<file path="config.mk">
export PLATFORM = sky130hd
export DESIGN_NAME = uart_bus_master_flat
export DESIGN_NICKNAME = d
export VERILOG_FILES = /design/src/rtl/uart_bus_master_if.sv /design/src/rtl/uart_bus_master.sv /design/src/flat_wrapper.sv
export SDC_FILE = /design/constraint.sdc
export NUM_CORES = 1
export LEC_CHECK = 0
export BUFFER_PORTS_ARGS = -buffer_cell sky130_fd_sc_hd__clkbuf_2
export CAP_MARGIN = 20
export CORE_MARGIN = 4
export CORE_UTILIZATION = 62
export DETAILED_ROUTE_END_ITERATION = 12
export PLACE_DENSITY = 0.85
export SETUP_SLACK_MARGIN = 0.3
export SYNTH_ARGS = -nofsm -noshare
export SYNTH_HDL_FRONTEND = slang
export SYNTH_SLANG_ARGS = --single-unit
</file>
<file path="constraint.sdc">
create_clock -name clock -period 3.65 [get_ports clock]
set_input_delay 0.9125 -clock clock [delete_from_list [all_inputs] [get_ports clock]]
set_output_delay 0.9125 -clock clock [all_outputs]
set_load 0.03 [all_outputs]
</file>
<file path="src/rtl/uart_bus_master_if.sv">
// Port bundle between uart_bus_master, its UART rx/tx endpoints and the bus.
// master: the bridge itself; slave: UART endpoints plus bus responder.
interface uart_bus_master_if #(
   parameter int DATA_WIDTH = 32,
   parameter int ADDR_WIDTH = 32
);
   logic                    rx_valid;
   logic [7:0]              rx_data;
   logic                    tx_valid;
   logic [7:0]              tx_data;
   logic                    tx_busy;
   logic                    readEnable;
   logic                    writeEnable;
   logic [DATA_WIDTH/8-1:0] writeByteEnable;
   logic [ADDR_WIDTH-1:0]   address;
   logic [DATA_WIDTH-1:0]   writeData;
   logic [DATA_WIDTH-1:0]   readData;
   logic                    busy;

   modport master (
      input  rx_valid, rx_data, tx_busy, readData,
      output tx_valid, tx_data, readEnable, writeEnable,
      output writeByteEnable, address, writeData, busy
   );

   modport slave (
      output rx_valid, rx_data, tx_busy, readData,
      input  tx_valid, tx_data, readEnable, writeEnable,
      input  writeByteEnable, address, writeData, busy
   );
endinterface

</file>
<file path="src/rtl/uart_bus_master.sv">
// UART byte-frame to single-access bus bridge: 'W'/'R' frames, ACK/NAK/read data back.
// One bus strobe per frame; inter-byte timeout drops partial frames silently.
module uart_bus_master #(
   parameter int DATA_WIDTH     = 32,
   parameter int ADDR_WIDTH     = 32,
   parameter int TIMEOUT_CYCLES = 1000000
) (
   input logic               clock,
   input logic               reset,
   uart_bus_master_if.master bus
);
   localparam int AB = ADDR_WIDTH / 8;
   localparam int DB = DATA_WIDTH / 8;
   localparam logic [7:0] CMD_WR = 8'h57;
   localparam logic [7:0] CMD_RD = 8'h52;
   localparam logic [7:0] ACK = 8'h06;
   localparam logic [7:0] NAK = 8'h15;
   localparam logic [31:0] TMO_LAST = 32'(TIMEOUT_CYCLES - 1);

   typedef enum logic [2:0] {
      IDLE, ADDR, WDATA, BUS_WR, BUS_RD, RD_WAIT, RESP
   } state_t;

   state_t                state_q, state_d;
   logic                  wr_q, wr_d;
   logic [2:0]            cnt_q, cnt_d;
   logic [31:0]           tmo_q, tmo_d;
   logic [ADDR_WIDTH-1:0] addr_sh_q, addr_sh_d;
   logic [ADDR_WIDTH-1:0] addr_q, addr_d;
   logic [DATA_WIDTH-1:0] data_sh_q, data_sh_d;
   logic [DATA_WIDTH-1:0] wdata_q, wdata_d;
   logic [DATA_WIDTH-1:0] resp_q, resp_d;
   logic [2:0]            left_q, left_d;
   logic                  gap_q, gap_d;
   logic                  fire;
   logic                  live;
   logic [ADDR_WIDTH-1:0] addr_in;
   logic [DATA_WIDTH-1:0] data_in;

   function automatic logic [DATA_WIDTH-1:0] top_byte(input logic [7:0] b);
      return DATA_WIDTH'(b) << (DATA_WIDTH - 8);
   endfunction

   assign addr_in = (addr_sh_q << 8) | ADDR_WIDTH'(bus.rx_data);
   assign data_in = (data_sh_q << 8) | DATA_WIDTH'(bus.rx_data);

   always_comb begin
      state_d   = state_q;
      wr_d      = wr_q;
      cnt_d     = cnt_q;
      tmo_d     = tmo_q;
      addr_sh_d = addr_sh_q;
      addr_d    = addr_q;
      data_sh_d = data_sh_q;
      wdata_d   = wdata_q;
      resp_d    = resp_q;
      left_d    = left_q;
      gap_d     = 1'b0;
      fire      = 1'b0;
      unique case (state_q)
         IDLE: begin
            if (bus.rx_valid) begin
               if (bus.rx_data == CMD_WR || bus.rx_data == CMD_RD) begin
                  state_d = ADDR;
                  wr_d    = (bus.rx_data == CMD_WR);
                  cnt_d   = '0;
                  tmo_d   = '0;
               end else begin
                  state_d = RESP;
                  resp_d  = top_byte(NAK);
                  left_d  = 3'd1;
               end
            end
         end
         ADDR: begin
            if (bus.rx_valid) begin
               tmo_d     = '0;
               addr_sh_d = addr_in;
               cnt_d     = cnt_q + 3'd1;
               if (cnt_q == 3'(AB - 1)) begin
                  cnt_d = '0;
                  if (wr_q) begin
                     state_d = WDATA;
                  end else begin
                     addr_d  = addr_in;
                     state_d = BUS_RD;
                  end
               end
            end else if (tmo_q == TMO_LAST) begin
               state_d = IDLE;
            end else begin
               tmo_d = tmo_q + 32'd1;
            end
         end
         WDATA: begin
            if (bus.rx_valid) begin
               tmo_d     = '0;
               data_sh_d = data_in;
               cnt_d     = cnt_q + 3'd1;
               if (cnt_q == 3'(DB - 1)) begin
                  addr_d  = addr_sh_q;
                  wdata_d = data_in;
                  state_d = BUS_WR;
               end
            end else if (tmo_q == TMO_LAST) begin
               state_d = IDLE;
            end else begin
               tmo_d = tmo_q + 32'd1;
            end
         end
         BUS_WR: begin
            state_d = RESP;
            resp_d  = top_byte(ACK);
            left_d  = 3'd1;
         end
         BUS_RD: begin
            state_d = RD_WAIT;
         end
         RD_WAIT: begin
            state_d = RESP;
            resp_d  = bus.readData;
            left_d  = 3'(DB);
         end
         RESP: begin
            // gap_q forces one quiet cycle after every pulse
            if (!gap_q && !bus.tx_busy) begin
               fire   = 1'b1;
               gap_d  = 1'b1;
               resp_d = resp_q << 8;
               left_d = left_q - 3'd1;
               if (left_q == 3'd1) state_d = IDLE;
            end
         end
         default: state_d = IDLE;
      endcase
   end

   always_ff @(posedge clock) begin
      if (reset) begin
         state_q   <= IDLE;
         wr_q      <= 1'b0;
         cnt_q     <= '0;
         tmo_q     <= '0;
         addr_sh_q <= '0;
         addr_q    <= '0;
         data_sh_q <= '0;
         wdata_q   <= '0;
         resp_q    <= '0;
         left_q    <= '0;
         gap_q     <= 1'b0;
      end else begin
         state_q   <= state_d;
         wr_q      <= wr_d;
         cnt_q     <= cnt_d;
         tmo_q     <= tmo_d;
         addr_sh_q <= addr_sh_d;
         addr_q    <= addr_d;
         data_sh_q <= data_sh_d;
         wdata_q   <= wdata_d;
         resp_q    <= resp_d;
         left_q    <= left_d;
         gap_q     <= gap_d;
      end
   end

   // outputs are forced low for the whole reset cycle, not just after the edge
   assign live                = ~reset;
   assign bus.tx_valid        = fire & live;
   assign bus.tx_data         = (fire & live) ? resp_q[DATA_WIDTH-1 -: 8] : 8'h00;
   assign bus.readEnable      = (state_q == BUS_RD) & live;
   assign bus.writeEnable     = (state_q == BUS_WR) & live;
   assign bus.writeByteEnable = ((state_q == BUS_WR) & live) ? '1 : '0;
   assign bus.address         = live ? addr_q : '0;
   assign bus.writeData       = live ? wdata_q : '0;
   assign bus.busy            = (state_q != IDLE) & live;
endmodule

</file>
<file path="src/flat_wrapper.sv">
// flat-port wrapper written by rule: the top's interface ports become plain ports
module uart_bus_master_flat 
#(
   parameter int DATA_WIDTH     = 32,
   parameter int ADDR_WIDTH     = 32,
   parameter int TIMEOUT_CYCLES = 1000000
)
  (clock, reset, bus_rx_valid, bus_rx_data, bus_tx_busy, bus_readData, bus_tx_valid, bus_tx_data, bus_readEnable, bus_writeEnable, bus_writeByteEnable, bus_address, bus_writeData, bus_busy);
  uart_bus_master_if #(.DATA_WIDTH(DATA_WIDTH), .ADDR_WIDTH(ADDR_WIDTH)) bus_i ();
  input logic clock;
  input logic reset;
  input wire logic [$bits(bus_i.rx_valid)-1:0] bus_rx_valid;
  input wire logic [$bits(bus_i.rx_data)-1:0] bus_rx_data;
  input wire logic [$bits(bus_i.tx_busy)-1:0] bus_tx_busy;
  input wire logic [$bits(bus_i.readData)-1:0] bus_readData;
  output wire logic [$bits(bus_i.tx_valid)-1:0] bus_tx_valid;
  output wire logic [$bits(bus_i.tx_data)-1:0] bus_tx_data;
  output wire logic [$bits(bus_i.readEnable)-1:0] bus_readEnable;
  output wire logic [$bits(bus_i.writeEnable)-1:0] bus_writeEnable;
  output wire logic [$bits(bus_i.writeByteEnable)-1:0] bus_writeByteEnable;
  output wire logic [$bits(bus_i.address)-1:0] bus_address;
  output wire logic [$bits(bus_i.writeData)-1:0] bus_writeData;
  output wire logic [$bits(bus_i.busy)-1:0] bus_busy;
  assign bus_i.rx_valid = bus_rx_valid;
  assign bus_i.rx_data = bus_rx_data;
  assign bus_i.tx_busy = bus_tx_busy;
  assign bus_i.readData = bus_readData;
  assign bus_tx_valid = bus_i.tx_valid;
  assign bus_tx_data = bus_i.tx_data;
  assign bus_readEnable = bus_i.readEnable;
  assign bus_writeEnable = bus_i.writeEnable;
  assign bus_writeByteEnable = bus_i.writeByteEnable;
  assign bus_address = bus_i.address;
  assign bus_writeData = bus_i.writeData;
  assign bus_busy = bus_i.busy;
  uart_bus_master #(.DATA_WIDTH(DATA_WIDTH), .ADDR_WIDTH(ADDR_WIDTH), .TIMEOUT_CYCLES(TIMEOUT_CYCLES)) u_core (.clock(clock), .reset(reset), .bus(bus_i));
endmodule
</file>
==> out/qor.csv <==
stage;metric;value;unit
die;start_util;63.3;%
die;rows;43;
worst_setup_path;end_kind;primary output;
worst_setup_path;critPathLaunchType;flip-flop;
sta;fmax;316;MHz
place;postPlaceCellArea;9480;um^2
sta;finalHoldViolations;0;
synth;yosysTopAreaCell;dfxtp_1;
synth;synth.area.top_cells;dfxtp_1 (44%), nand2_1 (8.6%), a21oi_1 (7.0%), nor2b_1 (4.8%), mux2i_1 (3.8%);
clock_tree;cts_root_buf;clkbuf_16;
synth;yosys_most_used_dff;dfxtp_1;
sta;worstMarginPinSlew;1.02;ns
place;routabilityCongestion;0.908;
clock_tree;cts_setup_buffers;0;
drt;drt-pass1-iter-count;6;
global_route;track_usage;25.5;%
drt;postRouteAntennaNets;0;
sta;grt_setup_unrepaired;no;
clock_tree;cts.sinks;195;
sta;setup_viol;0;
cells_and_area;nNetsFinal;1216;
worst_setup_path;path_class;reg -> out;
worst_setup_path;path_max_fanout;19;
sta;drv_slew;0;
clock_tree;htree_num_levels;4;
drt;wl;21.0;mm
clock_tree;ctsHoldBuffers;0;
power_and_ir_drop;static-leakage-power;3.62;nW
die;die_width;127;um
power_and_ir_drop;ir_drop;0.487;mV
place;port_buffers;123;
synth;synth_top_cell_area_share;44.5;%
place;pre_cts_ws;0.427;ns
drt;post_drt_wl_per_cell;15.4;um
global_route;grt_pass1_vias;7249;
synth;yosys_warnings;0;
sta;worst_slack;0.487;ns
synth;ys_types;58;
power_and_ir_drop;power_density;563;nW/um^2
clock_tree;cts_buffers;17;
global_route;grt_start_max_net_pins;97;
global_route;grt_overflow;0;
sta;period_share;86.7;%
clock_tree;cts_buffer_depth;2;
place;dp_hpwl;13.5;mm
drt;drc;0;
synth;ys_async_sr_fraction;0;%
clock_tree;tritoncts;yes;
clock_tree;clkTransAtPathRegs;0.07;ns
synth;synth_seq_cells;195;
job;maxCapViolations;0;
sta;setup_tns;0;ns
global_route;antenna_found_initial;0;
worst_setup_path;required;2.74;ns
synth;synth_cells;1091;
worst_setup_path;critPathArrivalTime;2.25;ns
synth;synth.avg_cell_area;8.05;um^2
drt;vias;8057;
clock_tree;clock_latency;0.44;ns
synth;seq_area_frac_synth;44.5;%
min_path;hold_path.class;reg -> reg;
global_route;grt_pass1_wl;34.4;mm
die;die-area;16100;um^2
cells_and_area;final_area;10100;um^2
synth;synth_edf_count;0;
sta;period_needed;3.16;ns
synth;synthesis.nets;1141;
cells_and_area;drive_above_1_share;16.3;%
drt;drtIter0Drc;720;
cells_and_area;postLayoutCoreUtil;72.8;%
drt;vias_per_cell;5.93;
cells_and_area;antenna_cells;0;
die;io_pins;124;
sta;timing.slew.headroom;31.8;%
die;core;13900;um^2
synth;netlist_area;8780;um^2
die;die-height;127;um
sta;clock-skew-final;0.00880;ns
cells_and_area;syn_to_final_growth;15.1;%
outcome;outcome;finished, final reports clean;
registers in the layout (all words and copies together) (netlist names), 3 cells and up:
name              count
u_core.state_q        3
u_core.cnt_q          3
u_core.data_sh_q     24
u_core.tmo_q         32
u_core.resp_q        32
u_core.wdata_q       32
u_core.addr_q        32
u_core.addr_sh_q     32
u_core.left_q         3
where the power goes:
group | total [mW] | switching, mW | internal (mW)
Sequential | 2.43 | 0.137 | 2.29
Clock | 1.94 | 0.833 | 1.11
Combinational | 1.32 | 0.838 | 0.478
Total | 5.69 | 1.81 | 3.88
final timing paths:
check	from	end	slack (ns)	depth (start not counted)
hold / removal	u_core.wdata_q[30]$_SDFFE_PP0P_	u_core.wdata_q[30]$_SDFFE_PP0P_	0.45	2
setup / recovery	u_core.state_q[2]$_SDFFE_PP0P_	bus_tx_data[1]	0.49	5
hold reg to reg	u_core.wdata_q[30]$_SDFFE_PP0P_	u_core.wdata_q[30]$_SDFFE_PP0P_	0.45	2
setup reg to reg	u_core.state_q[0]$_SDFFE_PP0P_	u_core.tmo_q[29]$_SDFFE_PP0P_	0.97	4
per-layer routing:
metal / wire length [um] / vias up / GRT usage (%)
li1: - / 3968 / -
met4: 352 / 0 / 7.44
met1: 9010 / 3757 / 33.6
met3: 1310 / 46 / 5.39
met5: 0 / - / 0
met2: 10300 / 286 / 42.6
cells in the final DEF (no fill, tap or decap), types with 6 or more instances in the layout:
cell type,Yosys,routed
nor2b_1,68,67
a211oi_1,35,35
nor3_1,26,24
o211ai_1,6,6
a221oi_1,23,23
inv_1,12,12
and2_1,12,12
nand2b_1,8,8
mux2i_1,33,33
or4_1,9,9
nand4_1,17,17
or3_1,21,21
buf_4,4,17
clkbuf_16,0,17
o31ai_1,7,7
nor2_1,87,86
nand3_1,15,15
ha_1,6,6
nand2_1,202,202
o21ai_0,24,24
clkbuf_2,0,122
nor4_1,11,10
a22oi_1,9,9
a21oi_1,122,122
dfxtp_1,195,195
worst max-delay path, cell delays in order, from the launching register on:
cell      delay [ns]
dfxtp_1         0.74
nand2_1         0.28
nor4_2          0.22
buf_4           0.21
and2_1          0.15
clkbuf_2        0.21
stage by stage:
stage	total power, mW	hold slack [ns]	instances
after floorplan	3.44	0.432	1091
after global placement	3.73	0.438	1326
after detailed placement	3.75	0.445	1326
after CTS	5.68	0.454	1358
after global routing	5.94	0.465	1359
final	5.69	0.453	1359
area by class of cell:
cell class	count	area, um^2
multi-input combinational	797	4520
tap	180	225
clock buffer	19	443
inverter	12	45.0
fill	1064	3770
clock inverter	13	175
sequential	195	3900
timing repair buffer	143	801
timing repair:
item,in CTS,in global routing
hold endpoints to repair,0,0
setup endpoints to repair,0,1
gates resized for setup,0,1
cell families after synthesis:
kind of cell | share of synthesized area (%)
AOI/OAI and AO/OA | 17.9
buffers and inverters | 4.53
and+or+nand+nor | 27.9
DFF | 44.5
adders and majority gates | 0.855
xor gates and xnor gates | 0.598
muxes | 3.76
Yosys cell counts, drive strengths merged (7+ instances only):
cell    instances
a211oi         35
a21oi         123
a221oi         23
a22oi          10
and2           13
buf            17
clkbuf         70
dfxtp         195
inv            12
mux2i          33
nand2         203
nand2b          8
nand3          15
nand4          18
nor2           87
nor2b          68
nor3           27
nor4           11
o21ai          24
o31ai           7
or3            21
or4             9
Power figures use the tool's default switching activity.
